### src/rtl/ucsbece154a_mc_controller_if.sv
// Controller <-> datapath bundle: instruction fields in, per-state controls out.
interface ucsbece154a_mc_controller_if;
  logic [5:0] op_i;
  logic [5:0] funct_i;
  logic       PCWrite_o;
  logic       Branch_o;
  logic       BranchZero_o;
  logic       IorD_o;
  logic       MemWrite_o;
  logic       IRWrite_o;
  logic       RegDst_o;
  logic       MemToReg_o;
  logic       RegWrite_o;
  logic       ALUSrcA_o;
  logic [1:0] ALUSrcB_o;
  logic [2:0] ALUControl_o;
  logic [1:0] PCSrc_o;
  logic       ZeroExtImm_o;
  logic [3:0] state_o;
  logic       illegal_o;

  // Controller side.
  modport master (
    input  op_i, funct_i,
    output PCWrite_o, Branch_o, BranchZero_o, IorD_o, MemWrite_o, IRWrite_o, RegDst_o,
           MemToReg_o, RegWrite_o, ALUSrcA_o, ALUSrcB_o, ALUControl_o, PCSrc_o,
           ZeroExtImm_o, state_o, illegal_o
  );

  // Datapath side.
  modport slave (
    output op_i, funct_i,
    input  PCWrite_o, Branch_o, BranchZero_o, IorD_o, MemWrite_o, IRWrite_o, RegDst_o,
           MemToReg_o, RegWrite_o, ALUSrcA_o, ALUSrcB_o, ALUControl_o, PCSrc_o,
           ZeroExtImm_o, state_o, illegal_o
  );
endinterface

### src/rtl/ucsbece154a_mc_controller.sv
// Multicycle MIPS control FSM. State-only controls are registered alongside the
// state; ALU control, branch polarity and immediate extension decode op/funct.
module ucsbece154a_mc_controller (
  input logic                         clk,
  input logic                         reset,
  ucsbece154a_mc_controller_if.master bus
);

  localparam logic [5:0] OpRtype = 6'b000000;
  localparam logic [5:0] OpLw    = 6'b100011;
  localparam logic [5:0] OpSw    = 6'b101011;
  localparam logic [5:0] OpBeq   = 6'b000100;
  localparam logic [5:0] OpBne   = 6'b000101;
  localparam logic [5:0] OpAddi  = 6'b001000;
  localparam logic [5:0] OpAndi  = 6'b001100;
  localparam logic [5:0] OpOri   = 6'b001101;
  localparam logic [5:0] OpJ     = 6'b000010;

  localparam logic [5:0] FnSub = 6'b100010;
  localparam logic [5:0] FnAnd = 6'b100100;
  localparam logic [5:0] FnOr  = 6'b100101;
  localparam logic [5:0] FnSlt = 6'b101010;

  localparam logic [2:0] AluAdd = 3'b010;
  localparam logic [2:0] AluSub = 3'b110;
  localparam logic [2:0] AluAnd = 3'b000;
  localparam logic [2:0] AluOr  = 3'b001;
  localparam logic [2:0] AluSlt = 3'b111;

  typedef enum logic [3:0] {
    StFetch   = 4'd0,
    StDecode  = 4'd1,
    StMemAdr  = 4'd2,
    StMemRd   = 4'd3,
    StMemWb   = 4'd4,
    StMemWr   = 4'd5,
    StExecute = 4'd6,
    StAluWb   = 4'd7,
    StBranch  = 4'd8,
    StImmEx   = 4'd9,
    StImmWb   = 4'd10,
    StJump    = 4'd11
  } state_e;

  typedef struct packed {
    logic       pc_write;
    logic       branch;
    logic       iord;
    logic       mem_write;
    logic       ir_write;
    logic       reg_dst;
    logic       mem_to_reg;
    logic       reg_write;
    logic       alu_src_a;
    logic [1:0] alu_src_b;
    logic [1:0] pc_src;
  } moore_t;

  // Pure state-to-control table; unlisted fields stay 0.
  function automatic moore_t moore_out(input state_e s);
    moore_t m;
    m = '0;
    case (s)
      StFetch:   begin m.ir_write = 1'b1; m.alu_src_b = 2'b01; m.pc_write = 1'b1; end
      StDecode:  m.alu_src_b = 2'b11;
      StMemAdr:  begin m.alu_src_a = 1'b1; m.alu_src_b = 2'b10; end
      StMemRd:   m.iord = 1'b1;
      StMemWb:   begin m.mem_to_reg = 1'b1; m.reg_write = 1'b1; end
      StMemWr:   begin m.iord = 1'b1; m.mem_write = 1'b1; end
      StExecute: m.alu_src_a = 1'b1;
      StAluWb:   begin m.reg_dst = 1'b1; m.reg_write = 1'b1; end
      StBranch:  begin m.alu_src_a = 1'b1; m.pc_src = 2'b01; m.branch = 1'b1; end
      StImmEx:   begin m.alu_src_a = 1'b1; m.alu_src_b = 2'b10; end
      StImmWb:   m.reg_write = 1'b1;
      StJump:    begin m.pc_src = 2'b10; m.pc_write = 1'b1; end
      default:   m = '0;
    endcase
    return m;
  endfunction

  state_e state_q, state_d;
  moore_t moore_q, moore;
  logic   op_legal;
  logic [2:0] alu_control;
  logic   branch_zero;
  logic   zero_ext_imm;

  assign op_legal = (bus.op_i inside {OpRtype, OpLw, OpSw, OpBeq, OpBne, OpAddi, OpAndi,
                                      OpOri, OpJ});

  // Next-state selection; DECODE dispatches on opcode.
  always_comb begin
    state_d = StFetch;
    case (state_q)
      StFetch:   state_d = StDecode;
      StDecode: begin
        case (bus.op_i)
          OpLw, OpSw:              state_d = StMemAdr;
          OpRtype:                 state_d = StExecute;
          OpBeq, OpBne:            state_d = StBranch;
          OpAddi, OpAndi, OpOri:   state_d = StImmEx;
          OpJ:                     state_d = StJump;
          default:                 state_d = StFetch;
        endcase
      end
      StMemAdr:  state_d = (bus.op_i == OpLw) ? StMemRd : StMemWr;
      StMemRd:   state_d = StMemWb;
      StExecute: state_d = StAluWb;
      StImmEx:   state_d = StImmWb;
      default:   state_d = StFetch;
    endcase
  end

  // State register with its controls registered from the next state.
  always_ff @(posedge clk) begin
    if (reset) begin
      state_q <= StFetch;
      moore_q <= moore_out(StFetch);
    end else begin
      state_q <= state_d;
      moore_q <= moore_out(state_d);
    end
  end

  // Reset shows FETCH mux settings immediately but suppresses every write enable.
  always_comb begin
    moore = moore_q;
    if (reset) begin
      moore           = moore_out(StFetch);
      moore.pc_write  = 1'b0;
      moore.ir_write  = 1'b0;
      moore.reg_write = 1'b0;
      moore.mem_write = 1'b0;
      moore.branch    = 1'b0;
    end
  end

  // Instruction-dependent controls.
  always_comb begin
    alu_control  = AluAdd;
    branch_zero  = 1'b0;
    zero_ext_imm = 1'b0;
    if (!reset) begin
      case (state_q)
        StExecute: begin
          case (bus.funct_i)
            FnSub:   alu_control = AluSub;
            FnAnd:   alu_control = AluAnd;
            FnOr:    alu_control = AluOr;
            FnSlt:   alu_control = AluSlt;
            default: alu_control = AluAdd;
          endcase
        end
        StBranch: begin
          alu_control = AluSub;
          branch_zero = (bus.op_i == OpBeq);
        end
        StImmEx: begin
          case (bus.op_i)
            OpAndi:  begin alu_control = AluAnd; zero_ext_imm = 1'b1; end
            OpOri:   begin alu_control = AluOr;  zero_ext_imm = 1'b1; end
            default: alu_control = AluAdd;
          endcase
        end
        default: ;
      endcase
    end
  end

  assign bus.PCWrite_o    = moore.pc_write;
  assign bus.Branch_o     = moore.branch;
  assign bus.BranchZero_o = branch_zero;
  assign bus.IorD_o       = moore.iord;
  assign bus.MemWrite_o   = moore.mem_write;
  assign bus.IRWrite_o    = moore.ir_write;
  assign bus.RegDst_o     = moore.reg_dst;
  assign bus.MemToReg_o   = moore.mem_to_reg;
  assign bus.RegWrite_o   = moore.reg_write;
  assign bus.ALUSrcA_o    = moore.alu_src_a;
  assign bus.ALUSrcB_o    = moore.alu_src_b;
  assign bus.ALUControl_o = alu_control;
  assign bus.PCSrc_o      = moore.pc_src;
  assign bus.ZeroExtImm_o = zero_ext_imm;
  assign bus.state_o      = reset ? 4'd0 : state_q;
  assign bus.illegal_o    = !reset && (state_q == StDecode) && !op_legal;

endmodule

### src/flat_wrapper.sv
// flat-port wrapper written by rule: the top's interface ports become plain ports
module ucsbece154a_mc_controller_flat 
  (clk, reset, bus_op_i, bus_funct_i, bus_PCWrite_o, bus_Branch_o, bus_BranchZero_o, bus_IorD_o, bus_MemWrite_o, bus_IRWrite_o, bus_RegDst_o, bus_MemToReg_o, bus_RegWrite_o, bus_ALUSrcA_o, bus_ALUSrcB_o, bus_ALUControl_o, bus_PCSrc_o, bus_ZeroExtImm_o, bus_state_o, bus_illegal_o);
  ucsbece154a_mc_controller_if bus_i ();
  input logic clk;
  input logic reset;
  input wire logic [$bits(bus_i.op_i)-1:0] bus_op_i;
  input wire logic [$bits(bus_i.funct_i)-1:0] bus_funct_i;
  output wire logic [$bits(bus_i.PCWrite_o)-1:0] bus_PCWrite_o;
  output wire logic [$bits(bus_i.Branch_o)-1:0] bus_Branch_o;
  output wire logic [$bits(bus_i.BranchZero_o)-1:0] bus_BranchZero_o;
  output wire logic [$bits(bus_i.IorD_o)-1:0] bus_IorD_o;
  output wire logic [$bits(bus_i.MemWrite_o)-1:0] bus_MemWrite_o;
  output wire logic [$bits(bus_i.IRWrite_o)-1:0] bus_IRWrite_o;
  output wire logic [$bits(bus_i.RegDst_o)-1:0] bus_RegDst_o;
  output wire logic [$bits(bus_i.MemToReg_o)-1:0] bus_MemToReg_o;
  output wire logic [$bits(bus_i.RegWrite_o)-1:0] bus_RegWrite_o;
  output wire logic [$bits(bus_i.ALUSrcA_o)-1:0] bus_ALUSrcA_o;
  output wire logic [$bits(bus_i.ALUSrcB_o)-1:0] bus_ALUSrcB_o;
  output wire logic [$bits(bus_i.ALUControl_o)-1:0] bus_ALUControl_o;
  output wire logic [$bits(bus_i.PCSrc_o)-1:0] bus_PCSrc_o;
  output wire logic [$bits(bus_i.ZeroExtImm_o)-1:0] bus_ZeroExtImm_o;
  output wire logic [$bits(bus_i.state_o)-1:0] bus_state_o;
  output wire logic [$bits(bus_i.illegal_o)-1:0] bus_illegal_o;
  assign bus_i.op_i = bus_op_i;
  assign bus_i.funct_i = bus_funct_i;
  assign bus_PCWrite_o = bus_i.PCWrite_o;
  assign bus_Branch_o = bus_i.Branch_o;
  assign bus_BranchZero_o = bus_i.BranchZero_o;
  assign bus_IorD_o = bus_i.IorD_o;
  assign bus_MemWrite_o = bus_i.MemWrite_o;
  assign bus_IRWrite_o = bus_i.IRWrite_o;
  assign bus_RegDst_o = bus_i.RegDst_o;
  assign bus_MemToReg_o = bus_i.MemToReg_o;
  assign bus_RegWrite_o = bus_i.RegWrite_o;
  assign bus_ALUSrcA_o = bus_i.ALUSrcA_o;
  assign bus_ALUSrcB_o = bus_i.ALUSrcB_o;
  assign bus_ALUControl_o = bus_i.ALUControl_o;
  assign bus_PCSrc_o = bus_i.PCSrc_o;
  assign bus_ZeroExtImm_o = bus_i.ZeroExtImm_o;
  assign bus_state_o = bus_i.state_o;
  assign bus_illegal_o = bus_i.illegal_o;
  ucsbece154a_mc_controller u_core (.clk(clk), .reset(reset), .bus(bus_i));
endmodule
### config.mk
export PLATFORM = sky130hd
export DESIGN_NAME = ucsbece154a_mc_controller_flat
export DESIGN_NICKNAME = d
export VERILOG_FILES = /design/src/rtl/ucsbece154a_mc_controller_if.sv /design/src/rtl/ucsbece154a_mc_controller.sv /design/src/flat_wrapper.sv
export SDC_FILE = /design/constraint.sdc
export NUM_CORES = 1
export LEC_CHECK = 0
export CORE_MARGIN = 3
export CORE_UTILIZATION = 26
export CTS_CLUSTER_DIAMETER = 200
export DETAILED_ROUTE_END_ITERATION = 7
export PLACE_DENSITY = 0.65
export RECOVER_POWER = 25
export REMOVE_ABC_BUFFERS = 1
export SYNTH_ARGS = -nofsm -noshare
export SYNTH_HDL_FRONTEND = slang
export SYNTH_SLANG_ARGS = --single-unit
### constraint.sdc
create_clock -name clk -period 1.6 [get_ports clk]
set_input_delay 0.4 -clock clk [delete_from_list [all_inputs] [get_ports clk]]
set_output_delay 0.4 -clock clk [all_outputs]
set_load 0.03 [all_outputs]
==> flow_summary.rst <==
.. list-table::
   :header-rows: 1

   * - Metric
     - Value
   * - Placed cell count
     - 236
   * - Largest family of logic cells by synthesized area
     - simple AND/OR/NAND/NOR gates
   * - Cells along the critical path
     - buf_6 -> or4b_4 -> nor4_4 -> buf_6
   * - Transition time of the tightest slew-check pin
     - 0.355 ns
   * - Overall routed net length
     - 3840 microns
   * - Worst Hold Class
     - in -> reg
   * - Max Clock Freq
     - 468 MHz
   * - Root buf cell
     - clkbuf_8
   * - Crit Path Category
     - reg -> out
   * - Crit. End Element
     - primary output
   * - Fraction of the mapped netlist area in compound gates
     - 0.174
   * - CTS buffer count
     - 3
   * - Cell family with the largest share of critical-path delay
     - simple AND/OR/NAND/NOR gates
   * - Fin crit share
     - 1.34
   * - WP buf/inv
     - 2
   * - Gr usage total
     - 0.139
   * - Final Hold Vio Count
     - 0
   * - Vias after detailed routing
     - 1277
   * - Initial antenna violation count
     - 0
   * - Number of placement rows
     - 22
   * - Pin count of the biggest net entering global routing
     - 19
   * - Die extent in x
     - 69.4 microns
   * - Wire length per cell after detailed routing
     - 14.9 microns
   * - Number of warning messages in the yosys log
     - 0
   * - Unique masters post-synth
     - 45
   * - Relative slew slack
     - 0.762
   * - Share of synthesized area spent on multiplexers
     - 0
   * - Arrival time of data at the critical path endpoint
     - 1.74 ns
   * - Total I/O pin count
     - 37
   * - Share of power burned in the clock network
     - 0.287
   * - Final critical-path setup slack
     - -0.538 ns
   * - Gp weighted congestion
     - 0.850
   * - Net load switching power
     - 0.308 mW
   * - Register clock-pin slew on the reported worst setup and hold paths
     - 0.07 ns
   * - Internal power
     - 0.784 mW
   * - Detailed placer's ending HPWL
     - 2340 microns
   * - Fraction of synthesized cell area in xor and xnor cells
     - 0
   * - Number of detailed-route iterations in the first pass
     - 4
   * - Max capacitance violation total
     - 0
   * - Synthesis-stage register bit count
     - 17
   * - Violations in the final reports
     - negative setup slack
   * - Final worst clock skew
     - 0.00238 ns
   * - Count of non-filler cells in the finished layout
     - 258
   * - RSZ-0062 raised after global routing
     - yes
   * - Avg Inst Size Synth
     - 8.56 sq um
   * - DRC Markers
     - 0
   * - Slowest cell on the critical path
     - or4b_4
   * - Minimum period implied by the final worst setup slack
     - 2.14 ns
   * - Post-route design area
     - 0.00218 sq mm
   * - DIE HEIGHT
     - 69.4 microns
   * - Antenna diode instance count
     - 0
   * - First-pass GRT wire length
     - 5660 microns
   * - Starting utilization of the core area
     - 0.277
   * - Total number of H-tree levels
     - 1
   * - Maximum fanout encountered on the critical timing path
     - 3
   * - Total number of clock tree sinks
     - 17
   * - Result of the run
     - complete, but fails checks
   * - TritonCTS clock tree
     - done
   * - Final number of setup-violating endpoints
     - 22
   * - Area growth from synthesis to layout
     - 109%
   * - Sequential cell area fraction in the yosys report
     - 0.326
   * - Via/cell ratio
     - 4.95
   * - Startpoint class of the critical path
     - register
   * - Post-route total power
     - 1.09 mW
   * - Number of buffers inserted for hold repair after clock tree synthesis
     - 0
   * - Share of post-route cells with drive strength above 1
     - 0.633
   * - Sequential Power Share
     - 0.405
   * - Fraction of the core area covered by cells at the end of the flow
     - 0.578
   * - Die ar.
     - 0.00481 sq mm
   * - Maximum buffer depth of the clock tree
     - 2
   * - Starting DRT DRC Count
     - 34
   * - Core region area
     - 0.00377 sq mm
   * - Most frequent CP cell
     - buf_6
   * - Simple-gate portion of the synthesized area
     - 0.432
   * - Final antenna-violating net count
     - 0
   * - Switching share of power
     - 0.282
   * - Highest ir drop seen on vdd
     - 0.644 mV
   * - Total global routing overflow
     - 0
   * - Static power due to leakage
     - 0.918 nW
   * - Layout Nets
     - 225
   * - Count of buffers from port buffering
     - 36
   * - Combinational cell fraction of total power
     - 0.308
   * - Final number of max-transition violations
     - 0
   * - Adder and majority cell fraction of the synthesized area
     - 0
   * - Longest individual stage delay on the worst path
     - 0.55 ns
   * - Cell area after synthesis
     - 0.00104 sq mm
   * - Crit path required time
     - 1.20 ns
   * - Gate Count Post-Synth
     - 122
   * - Via count of the first global-routing pass
     - 1271
   * - Clock latency at the later pin of the worst-skew pair
     - 0.25 ns
   * - Placed Instance Area
     - 0.00163 sq mm
   * - PD cells
     - 501 mW/mm^2
cells in the mapped netlist (all sizes together):
master | instances | area share
o2111ai | 2 | 0.017
or2 | 2 | 0.012
a21oi | 5 | 0.028
nand2 | 7 | 0.025
nor2b | 14 | 0.084
or4b | 1 | 0.013
nand2b | 3 | 0.020
nor4b | 3 | 0.031
o31a | 1 | 0.0096
nor4 | 4 | 0.030
inv | 5 | 0.018
and2 | 1 | 0.0060
nand3b | 1 | 0.0072
and3 | 2 | 0.012
and3b | 1 | 0.0084
a21o | 2 | 0.016
or3 | 1 | 0.011
a211o | 1 | 0.0084
o31ai | 2 | 0.014
clkbuf | 2 | 0.0072
buf | 4 | 0.043
a211oi | 2 | 0.014
or4 | 2 | 0.014
nor3 | 5 | 0.024
o22ai | 1 | 0.0060
nand3 | 3 | 0.014
nor2 | 11 | 0.042
nor3b | 6 | 0.048
dfxtp | 17 | 0.33
nand4 | 1 | 0.0060
a22o | 1 | 0.0084
o21a | 2 | 0.014
a21boi | 3 | 0.022
a31o | 2 | 0.017
and4bb | 2 | 0.024
power by group through the flow:
stage | registers (mW) | logic [mW] | clock network [mW]
after global placement | 0.451 | 0.232 | 0
after detailed placement | 0.451 | 0.235 | 0
after global routing | 0.444 | 0.356 | 0.335
final | 0.443 | 0.336 | 0.313
after floorplan | 0.450 | 0.0963 | 0
after CTS | 0.443 | 0.293 | 0.316
stage by stage:
stage	setup TNS (ns)	setup slack, ns	hold WS [ns]
floorplan	-3.73	-0.986	0.469
global placement	-18.72	-0.740	0.913
detailed placement	-19.64	-0.766	0.904
CTS	-4.29	-0.524	0.667
global route	-7.95	-0.561	0.668
finish	-6.24	-0.538	0.644
state kept, by name, summed over array words and instances (netlist names):
name and cells:
u_core.moore_q 13, u_core.state_q 4
worst min-delay path, stage by stage:
cell and delay (ns):
buf_4 0.11, buf_8 0.13, buf_4 0.16, nor2_2 0.05
final timing paths:
kind                startpoint  cells after the start  slack [ns]            endpoint
max          u_core.state_q[3]                      4       -0.54       bus_illegal_o
min                      reset                      4        0.64   u_core.state_q[0]
max reg2reg  u_core.state_q[3]                     10       -0.38  u_core.moore_q[12]
min reg2reg  u_core.state_q[2]                      4        0.95   u_core.moore_q[5]
cell type report:
type / count / area (sq um)
sequential: 17 / 348
clock inverter: 1 / 5.00
clock buffer: 3 / 41.3
multi-input combinational: 94 / 910
inverter: 5 / 18.8
timing repair buffer: 90 / 796
tap: 48 / 60.1
fill: 292 / 1590
what timing repair did:
| item | CTS | global route |
|---|---|---|
| gates cloned | 1 | 0 |
| setup buffers | 11 | 7 |
| gates resized for setup | 67 | 41 |
| setup endpoints to repair | 40 | 23 |
| endpoints found under the hold margin | 0 | 0 |
| pin swaps | 11 | 8 |
cells in the final DEF, fill, tap and decap left out, types with 3 or more instances in the layout:
| cell type | count |
|---|---|
| dfxtp_2 | 3 |
| nor2b_1 | 14 |
| clkdlybuf4s50_1 | 6 |
| clkbuf_8 | 3 |
| nor3_2 | 3 |
| nor2_2 | 3 |
| inv_1 | 4 |
| buf_8 | 3 |
| nor3b_4 | 4 |
| nor2_1 | 7 |
| buf_4 | 56 |
| nor4_4 | 3 |
| nand2_1 | 5 |
| dfxtp_1 | 13 |
| buf_6 | 15 |
| nor4b_4 | 3 |
logic make-up after synthesis:
family / after synthesis
AO/OA/AOI/OAI: 24
buffers and inverters: 11
AND/OR/NAND/NOR: 70
flip-flops: 17
layer usage:
layer / track usage / part of all wire / up-vias
met5: 0 / 0 / -
met4: 0.00651 / 0.0039 / 0
met3: 0.0290 / 0.034 / 2
met2: 0.256 / 0.54 / 27
met1: 0.172 / 0.42 / 628
li1: - / - / 620
(Power assumes the default switching activity.)
